<file path="config.mk">
export PLATFORM = sky130hd
export DESIGN_NAME = inst_fetch_ctrl_flat
export DESIGN_NICKNAME = d
export VERILOG_FILES = /design/src/rtl/fetch_pkg.sv /design/src/rtl/inst_fetch_ctrl_if.sv /design/src/rtl/fetch_perf_cnt.sv /design/src/rtl/inst_fetch_ctrl.sv /design/src/flat_wrapper.sv
export SDC_FILE = /design/constraint.sdc
export NUM_CORES = 1
export LEC_CHECK = 0
export CAP_MARGIN = 0
export CORE_MARGIN = 2
export CORE_UTILIZATION = 38
export CTS_BUF_LIST = sky130_fd_sc_hd__clkbuf_2 sky130_fd_sc_hd__clkbuf_4 sky130_fd_sc_hd__clkbuf_8
export CTS_CLUSTER_SIZE = 16
export DETAILED_ROUTE_END_ITERATION = 12
export PLACE_DENSITY = 0.87
export SLEW_MARGIN = 20
export SYNTH_ARGS = -nofsm -noshare
export SYNTH_HDL_FRONTEND = slang
export SYNTH_SLANG_ARGS = --single-unit
</file>
<file path="constraint.sdc">
create_clock -name clk -period 1.6 [get_ports clk]
set_input_delay 0.16 -clock clk [delete_from_list [all_inputs] [get_ports clk]]
set_output_delay 0.16 -clock clk [all_outputs]
set_load 0.01 [all_outputs]
</file>
<file path="src/rtl/fetch_pkg.sv">
// Shared constants for the instruction fetch controller: FSM encoding,
// AXI response code, the instruction-side ARPROT value and a state helper.
package fetch_pkg;

  localparam logic [2:0] ST_IDLE     = 3'd0;
  localparam logic [2:0] ST_AR       = 3'd1;
  localparam logic [2:0] ST_R        = 3'd2;
  localparam logic [2:0] ST_HOLD     = 3'd3;
  localparam logic [2:0] ST_DRAIN_AR = 3'd4;
  localparam logic [2:0] ST_DRAIN_R  = 3'd5;

  localparam logic [1:0] AXI_RESP_OKAY = 2'b00;
  localparam logic [2:0] ARPROT_INST   = 3'b100;

  // True for states in which a bus transaction is in flight.
  function automatic logic state_busy(input logic [2:0] st);
    return (st == ST_AR) || (st == ST_R) || (st == ST_DRAIN_AR) || (st == ST_DRAIN_R);
  endfunction

endpackage

</file>
<file path="src/rtl/inst_fetch_ctrl_if.sv">
// AXI-Lite read address / read data channels of the instruction-side port.
interface inst_fetch_ctrl_if #(
  parameter int ADDR_W = 32,
  parameter int DATA_W = 32
);
  logic [ADDR_W-1:0] araddr;
  logic [2:0]        arprot;
  logic              arvalid;
  logic              arready;
  logic [DATA_W-1:0] rdata;
  logic [1:0]        rresp;
  logic              rvalid;
  logic              rready;

  modport master (
    output araddr, arprot, arvalid, rready,
    input  arready, rdata, rresp, rvalid
  );

  modport slave (
    input  araddr, arprot, arvalid, rready,
    output arready, rdata, rresp, rvalid
  );
endinterface

</file>
<file path="src/rtl/fetch_perf_cnt.sv">
// Two free-running 32-bit event counters (fetches completed, stall cycles);
// they wrap naturally at 2^32.
module fetch_perf_cnt (
  input  logic        clk,
  input  logic        rst,
  input  logic        fetch_inc_i,
  input  logic        stall_inc_i,
  output logic [31:0] fetch_cnt_o,
  output logic [31:0] stall_cnt_o
);

  logic [1:0] inc;
  assign inc = {stall_inc_i, fetch_inc_i};

  generate
    for (genvar gi = 0; gi < 2; gi++) begin : g_cnt
      logic [31:0] cnt_q;
      logic [31:0] cnt_d;

      always_comb cnt_d = cnt_q + 32'(inc[gi]);

      always_ff @(posedge clk) begin
        if (rst) cnt_q <= '0;
        else     cnt_q <= cnt_d;
      end
    end
  endgenerate

  assign fetch_cnt_o = g_cnt[0].cnt_q;
  assign stall_cnt_o = g_cnt[1].cnt_q;

endmodule

</file>
<file path="src/rtl/inst_fetch_ctrl.sv">
// Instruction fetch sequencer: one single-beat AXI-Lite read per PC value,
// with flush draining. Define FETCH_PERF_CNT_EN to add performance counters.
module inst_fetch_ctrl
  import fetch_pkg::*;
#(
  parameter int         ADDR_W     = 32,
  parameter int         DATA_W     = 32,
  parameter logic [2:0] ARPROT_VAL = ARPROT_INST
) (
  input  logic              clk,
  input  logic              rst,
  input  logic [ADDR_W-1:0] pc_i,
  input  logic              ce_i,
  input  logic              hold_i,
  input  logic              flush_i,
  output logic [DATA_W-1:0] inst_o,
  output logic              inst_valid_o,
  output logic              stallreq_o,
  output logic              bus_err_o,
  inst_fetch_ctrl_if.master axi
`ifdef FETCH_PERF_CNT_EN
  ,
  output logic [31:0]       perf_fetch_cnt,
  output logic [31:0]       perf_stall_cnt
`endif
);

  logic [2:0]        state_q, state_d;
  logic              arvalid_q, arvalid_d;
  logic              rready_q, rready_d;
  logic [ADDR_W-1:0] araddr_q, araddr_d;
  logic [DATA_W-1:0] inst_q, inst_d;
  logic              inst_valid_q, inst_valid_d;
  logic              bus_err_q, bus_err_d;

  always_comb begin
    state_d      = state_q;
    arvalid_d    = arvalid_q;
    rready_d     = rready_q;
    araddr_d     = araddr_q;
    inst_d       = inst_q;
    inst_valid_d = inst_valid_q;
    bus_err_d    = 1'b0;

    case (state_q)
      ST_IDLE: begin
        if (ce_i && !flush_i) begin
          araddr_d  = pc_i;
          arvalid_d = 1'b1;
          state_d   = ST_AR;
        end
      end
      ST_AR: begin
        // A flush cannot retract arvalid; the handshake completes and the reply is drained.
        if (axi.arready) begin
          arvalid_d = 1'b0;
          rready_d  = 1'b1;
          state_d   = flush_i ? ST_DRAIN_R : ST_R;
        end else if (flush_i) begin
          state_d = ST_DRAIN_AR;
        end
      end
      ST_R: begin
        if (axi.rvalid) begin
          rready_d = 1'b0;
          state_d  = ST_IDLE;
          if (!flush_i) begin
            state_d      = ST_HOLD;
            inst_valid_d = 1'b1;
            if (axi.rresp == AXI_RESP_OKAY) begin
              inst_d = axi.rdata;
            end else begin
              inst_d    = '0;
              bus_err_d = 1'b1;
            end
          end
        end else if (flush_i) begin
          state_d = ST_DRAIN_R;
        end
      end
      ST_HOLD: begin
        if (flush_i || !hold_i) begin
          inst_valid_d = 1'b0;
          state_d      = ST_IDLE;
        end
      end
      ST_DRAIN_AR: begin
        if (axi.arready) begin
          arvalid_d = 1'b0;
          rready_d  = 1'b1;
          state_d   = ST_DRAIN_R;
        end
      end
      ST_DRAIN_R: begin
        if (axi.rvalid) begin
          rready_d = 1'b0;
          state_d  = ST_IDLE;
        end
      end
      default: begin
        state_d   = ST_IDLE;
        arvalid_d = 1'b0;
        rready_d  = 1'b0;
      end
    endcase
  end

  always_ff @(posedge clk) begin
    if (rst) begin
      state_q      <= ST_IDLE;
      arvalid_q    <= 1'b0;
      rready_q     <= 1'b0;
      araddr_q     <= '0;
      inst_q       <= '0;
      inst_valid_q <= 1'b0;
      bus_err_q    <= 1'b0;
    end else begin
      state_q      <= state_d;
      arvalid_q    <= arvalid_d;
      rready_q     <= rready_d;
      araddr_q     <= araddr_d;
      inst_q       <= inst_d;
      inst_valid_q <= inst_valid_d;
      bus_err_q    <= bus_err_d;
    end
  end

  assign stallreq_o   = (state_q == ST_IDLE) ? ce_i : state_busy(state_q);
  assign inst_o       = inst_q;
  assign inst_valid_o = inst_valid_q;
  assign bus_err_o    = bus_err_q;

  assign axi.araddr  = araddr_q;
  assign axi.arprot  = ARPROT_VAL;
  assign axi.arvalid = arvalid_q;
  assign axi.rready  = rready_q;

`ifdef FETCH_PERF_CNT_EN
  logic fetch_done;
  assign fetch_done = (state_q == ST_R) && axi.rvalid && !flush_i;

  fetch_perf_cnt u_perf (
    .clk         (clk),
    .rst         (rst),
    .fetch_inc_i (fetch_done),
    .stall_inc_i (stallreq_o),
    .fetch_cnt_o (perf_fetch_cnt),
    .stall_cnt_o (perf_stall_cnt)
  );
`endif

endmodule

</file>
<file path="src/flat_wrapper.sv">
// flat-port wrapper written by rule: the top's interface ports become plain ports
module inst_fetch_ctrl_flat import fetch_pkg::*;
#(
  parameter int         ADDR_W     = 32,
  parameter int         DATA_W     = 32,
  parameter logic [2:0] ARPROT_VAL = ARPROT_INST
)
  (clk, rst, pc_i, ce_i, hold_i, flush_i, inst_o, inst_valid_o, stallreq_o, bus_err_o, axi_araddr, axi_arprot, axi_arvalid, axi_rready, axi_arready, axi_rdata, axi_rresp, axi_rvalid);
  inst_fetch_ctrl_if #(.ADDR_W(ADDR_W), .DATA_W(DATA_W)) axi_i ();
  input  logic clk;
  input  logic rst;
  input  logic [ADDR_W-1:0] pc_i;
  input  logic ce_i;
  input  logic hold_i;
  input  logic flush_i;
  output logic [DATA_W-1:0] inst_o;
  output logic inst_valid_o;
  output logic stallreq_o;
  output logic bus_err_o;
  output wire logic [$bits(axi_i.araddr)-1:0] axi_araddr;
  output wire logic [$bits(axi_i.arprot)-1:0] axi_arprot;
  output wire logic [$bits(axi_i.arvalid)-1:0] axi_arvalid;
  output wire logic [$bits(axi_i.rready)-1:0] axi_rready;
  input wire logic [$bits(axi_i.arready)-1:0] axi_arready;
  input wire logic [$bits(axi_i.rdata)-1:0] axi_rdata;
  input wire logic [$bits(axi_i.rresp)-1:0] axi_rresp;
  input wire logic [$bits(axi_i.rvalid)-1:0] axi_rvalid;
  assign axi_araddr = axi_i.araddr;
  assign axi_arprot = axi_i.arprot;
  assign axi_arvalid = axi_i.arvalid;
  assign axi_rready = axi_i.rready;
  assign axi_i.arready = axi_arready;
  assign axi_i.rdata = axi_rdata;
  assign axi_i.rresp = axi_rresp;
  assign axi_i.rvalid = axi_rvalid;
  inst_fetch_ctrl #(.ADDR_W(ADDR_W), .DATA_W(DATA_W), .ARPROT_VAL(ARPROT_VAL)) u_core (.clk(clk), .rst(rst), .pc_i(pc_i), .ce_i(ce_i), .hold_i(hold_i), .flush_i(flush_i), .inst_o(inst_o), .inst_valid_o(inst_valid_o), .stallreq_o(stallreq_o), .bus_err_o(bus_err_o), .axi(axi_i));
endmodule
</file>
Word-level counts from Yosys, hierarchy flattened. Cells that the tools add are included. Widths: inputs -> output; s select.

Eq/ne operators: 15. Mux-type cells: 24. Bitwise operators: 5. Reduce and logical (&&, ||, !) cells: 21.

Operator list (count): $mux 32 (1); $mux 3 (9); $pmux 3 s6 (1); $mux 1 (9); $reduce_and 3->1 (3); $ne 2x1->1 const B (4); $ne 2x2->1 const B (4); $eq 3x2->1 const B (2); $eq 3x3->1 const B (2); $ne 3x3->1 const B (2); $pmux 1 s3 (2); $reduce_and 6->1 (1); $reduce_or 2->1 (3); $not 1->1 (5); $logic_or 1x1->1 (4); $reduce_and 4->1 (1); $reduce_or 4->1 (1); $eq 3x1->1 const B (1); $logic_not 3->1 (1); $reduce_or 3->1 (1); $logic_not 1->1 (2); $logic_not 2->1 (1); $mux 2 (1); $pmux 1 s2 (1); other kinds (3) (3).

Register bits: 71. Input bits: 73. Output and inout port bits: 72. Logic and storage cells: 72.

Depth between registers and ports, before layout.
Depth after elaboration: 5. Mapped depth: 7.

Worst setup path after synthesis. OpenSTA, ideal clock, no wires.

Path type: flip-flop to flip-flop. From: reg u_core.state_q[0]. To: reg u_core.araddr_q[17], in the netlist u_core.axi.araddr[17]. Data arrival time: 1.359 ns. Setup slack: 0.108 ns. Stages on the path, launching flop included: 8. Buffers on the path: 3. Period minus slack after synthesis: 1.492 ns. Cell sequence: dfxtp_1 buf_6 or2_4 or3_1 buf_2 buf_6 nand2_1 a21oi_1.

Cells in the longest elaborated chain, start to end: 2.

RTL lines: start, declared (RTL line inst_fetch_ctrl.sv:28) `logic [2:0] state_q, state_d;`; start signal, assigned (RTL line inst_fetch_ctrl.sv:118) `state_q <= state_d;`; $logic_not 3->1 (RTL line inst_fetch_ctrl.sv:45) `case (state_q)`; $reduce_and 2->1 (no source line); end signal, assigned (RTL line inst_fetch_ctrl.sv:121) `araddr_q <= araddr_d;`; end, declared (RTL line inst_fetch_ctrl.sv:31) `logic [ADDR_W-1:0] araddr_q, araddr_d;`.

No other way between the ends. A chain may end at the register's enable or synchronous reset.

Worst setup path in the final report.
From: reg u_core.state_q[1]. To: reg u_core.state_q[2].

Cells in the longest elaborated chain, start to end: 3.

RTL lines (RTL line): $eq 3x2->1, or another cell as far along (inst_fetch_ctrl.sv:45); $ne 3x3->1 (no source line), or another cell as far along; $reduce_and 6->1 (no source line).

Parallel ways exist; a longest one is shown, timed or not.

==> metrics.yaml <==
sta:
  period_minus_slack_ps: 1520
  fmax_mhz: 656
  drv_slew: 0
  fin_crit_sh_pct: 95.2
  setup_slack_ps: 76.7
  finClkSkew_ps: 8.25
  fin_worst_hold_slack_ps: 216
  hold_viol: 0
  rsz0062_at_grt: "false"
  setup_violations: 0
setup_path:
  cp.depth: 5
  cp_cell_sequence: "buf_4 -> nor3b_1 -> o21ai_1 -> o211a_1 -> mux2_2"
  worstSetupStartpointType: "flip-flop"
  crit_slowest_cell: "dfxtp_1"
  slowest_delay_ps: 420
  path_class: "reg2reg"
  required_ps: 1810
  worst-path-max-fanout: 5
  r2r_cells: 5
  cp_num_buf_inv: 1
  worstPathArrival_ps: 1730
  critical_path.top_delay_family: "flip-flops"
  end_kind: "flip-flop"
synthesis:
  synth_compound_area_share_pct: 15.3
  synth-xor-area-share_pct: 0
  synth_edf_count: 0
  ys_seq_elements: 71
  synthSimpleGateAreaFrac_pct: 26.2
  ys.warnings.count: 0
  synth_cell_types: 29
  synth_top_area_share_pct: 50.6
  synth-adder-area-share_pct: 0
  yosysTopAreaCell: "dfxtp_1"
  synthFlopType: "dfxtp_1"
  yosysSeqAreaShare_pct: 50.6
  synth_common_cells: "101 x nand2_1, 71 x a21oi_1, 71 x dfxtp_1"
  syn-cell-area_um2: 2810
  synth_area_leaders: "dfxtp_1 51%, nand2_1 13%, a21oi_1 13%"
  synth_top_family_by_area: "simple AND/OR/NAND/NOR gates"
  syn-instance-count: 354
  async_reset_ff_share_pct: 0
  muxShareOfSynthArea_pct: 1.16
  synth.avg_cell_area_um2: 7.94
  yosysMostFrequentCell: "nand2_1"
floorplan:
  ios: 145
  num_rows: 31
  initial_utilization_pct: 39.0
  die_area_um2: 8100
  dieWidth_um: 90.0
  core-area_um2: 7210
  die_h_um: 90.0
pwr:
  p_sw_share_pct: 27.4
  power_frac_seq_pct: 41.3
  power_density_nw_per_um2: 1030
  vdd_drop_max_mv: 0.762
  pwr-share-comb_pct: 27.9
  internal-power_mw: 3.49
  power_frac_clock_pct: 30.8
  p_leak_nw: 1.63
  switching_power_mw: 1.32
  power_mw: 4.80
place:
  dp_slack_ps: -110
  dp_hpwl_um: 6180
  placedCellCount: 584
  place_congestion: 0.884
  port_buffers: 141
routing:
  drtIter0Drc: 135
  drc_errors: 0
  dr.pass1.iters: 4
  viasPerCell: 4.91
  vias: 2945
  drtAntennaViolNets: 0
  totalWireLength_um: 8520
  routedWlPerCell_um: 14.2
run:
  maxCapViolCount: 0
clock_tree:
  cts_root_buf: "clkbuf_8"
  clock_path_buffers: 2
  cts.clk_slew.worst_paths_ps: 70
  cts_made_buffers: 9
  clkLatencyLatePin_ps: 320
  cts_tree: "built"
  post_cts_buffers: 0
  cts_sinks: 71
  ctsHtreeMaxLevel: 3
hold_path:
  min_path_cells: 2
  hp-class: "in2reg"
final_layout:
  antenna_cells: 0
  final_cells: 600
  drive_gt1_share_pct: 9.78
  nets: 569
  area_growth_pct: 65.2
  final_util_pct: 64.4
global_routing:
  overflow: 0
  grt_pass1_wl_um: 13500
  top_usage_layer: "met2"
  grtUsageMet2_pct: 36.4
  antenna_found_initial: 0
  grt_max_degree: 34
  grtUsageMet3_pct: 4.53
  track_usage_pct: 20.4
  use_met1_pct: 22.6
  grt_pass1_vias: 2909
outcome:
  status: "finished clean"
## layout by cell type (no fill, tap or decap), types with 3 or more instances in the layout
master / synthesis / routed
a21oi_1: 71 / 71
buf_12: 0 / 6
buf_4: 3 / 13
clkbuf_8: 0 / 12
clkdlybuf4s50_1: 0 / 139
conb_1: 2 / 3
dfxtp_1: 71 / 70
nand2_1: 101 / 101
nand2b_1: 5 / 5
nand3_1: 32 / 32
nor2_1: 7 / 6
nor2b_1: 4 / 4
## cell families (layout without fill, tap and decap cells)
group / Yosys count / in the layout
other: 2 / 3
AO/OA/AOI/OAI: 80 / 80
buffers and inverters: 34 / 180
AND/OR/NAND/NOR: 164 / 164
multiplexers: 3 / 3
flip-flops: 71 / 71
## stage by stage
step	cell area, um2	TNS [ps]
finish	4640	0
global route	4640	0
CTS	4630	0
detailed placement	4420	-3600
global placement	4420	-47.6
floorplan	2820	0
## final timing paths
| check | from | to | slack, ps |
|---|---|---|---|
| hold / removal | rst | u_core.axi.araddr[19] | 220 |
| hold reg to reg | u_core.inst_o[11] | u_core.inst_o[11] | 450 |
| setup reg to reg | u_core.state_q[1] | u_core.state_q[2] | 80 |
| setup / recovery | u_core.state_q[1] | u_core.state_q[2] | 80 |
## state kept, by name, summed over array words and instances, names as in the netlist
name and cells:
u_core.inst_o 32, u_core.inst_valid_o 1, u_core.axi.rready 1, u_core.state_q 3, u_core.axi.arvalid 1, u_core.axi.araddr 32, u_core.bus_err_o 1
## layout make-up
| class | count | area [um2] |
|---|---|---|
| clock buffers | 13 | 173 |
| clock inverters | 3 | 40.0 |
| fillers | 624 | 2570 |
| inverters | 2 | 7.51 |
| multi-input cells | 250 | 1230 |
| flip-flops and latches | 71 | 1420 |
| well taps | 99 | 124 |
| repair buffers | 162 | 1640 |
## layer usage
metal,up-vias,part of all wire [%]
met5,-,0
met1,1373,40
met4,0,3.4
li1,1457,-
met3,27,4.1
met2,88,52
## power by group through the flow
stage / Sequential (mW) / Combinational, mW / Clock [mW]
after floorplan: 2.05 / 0.652 / 0
after global placement: 2.01 / 1.30 / 0
after detailed placement: 2.02 / 1.33 / 0
after CTS: 1.98 / 1.33 / 1.52
after global routing: 2.00 / 1.45 / 1.60
final: 1.98 / 1.34 / 1.48
## timing repair
action / 4_1_cts / 5_1_grt
resized for setup: 2 / 6
gates cloned: 0 / 0
hold buffers: 0 / 0
setup endpoints to repair: 1 / 2
No activity file was read; power rests on OpenSTA's default activity.
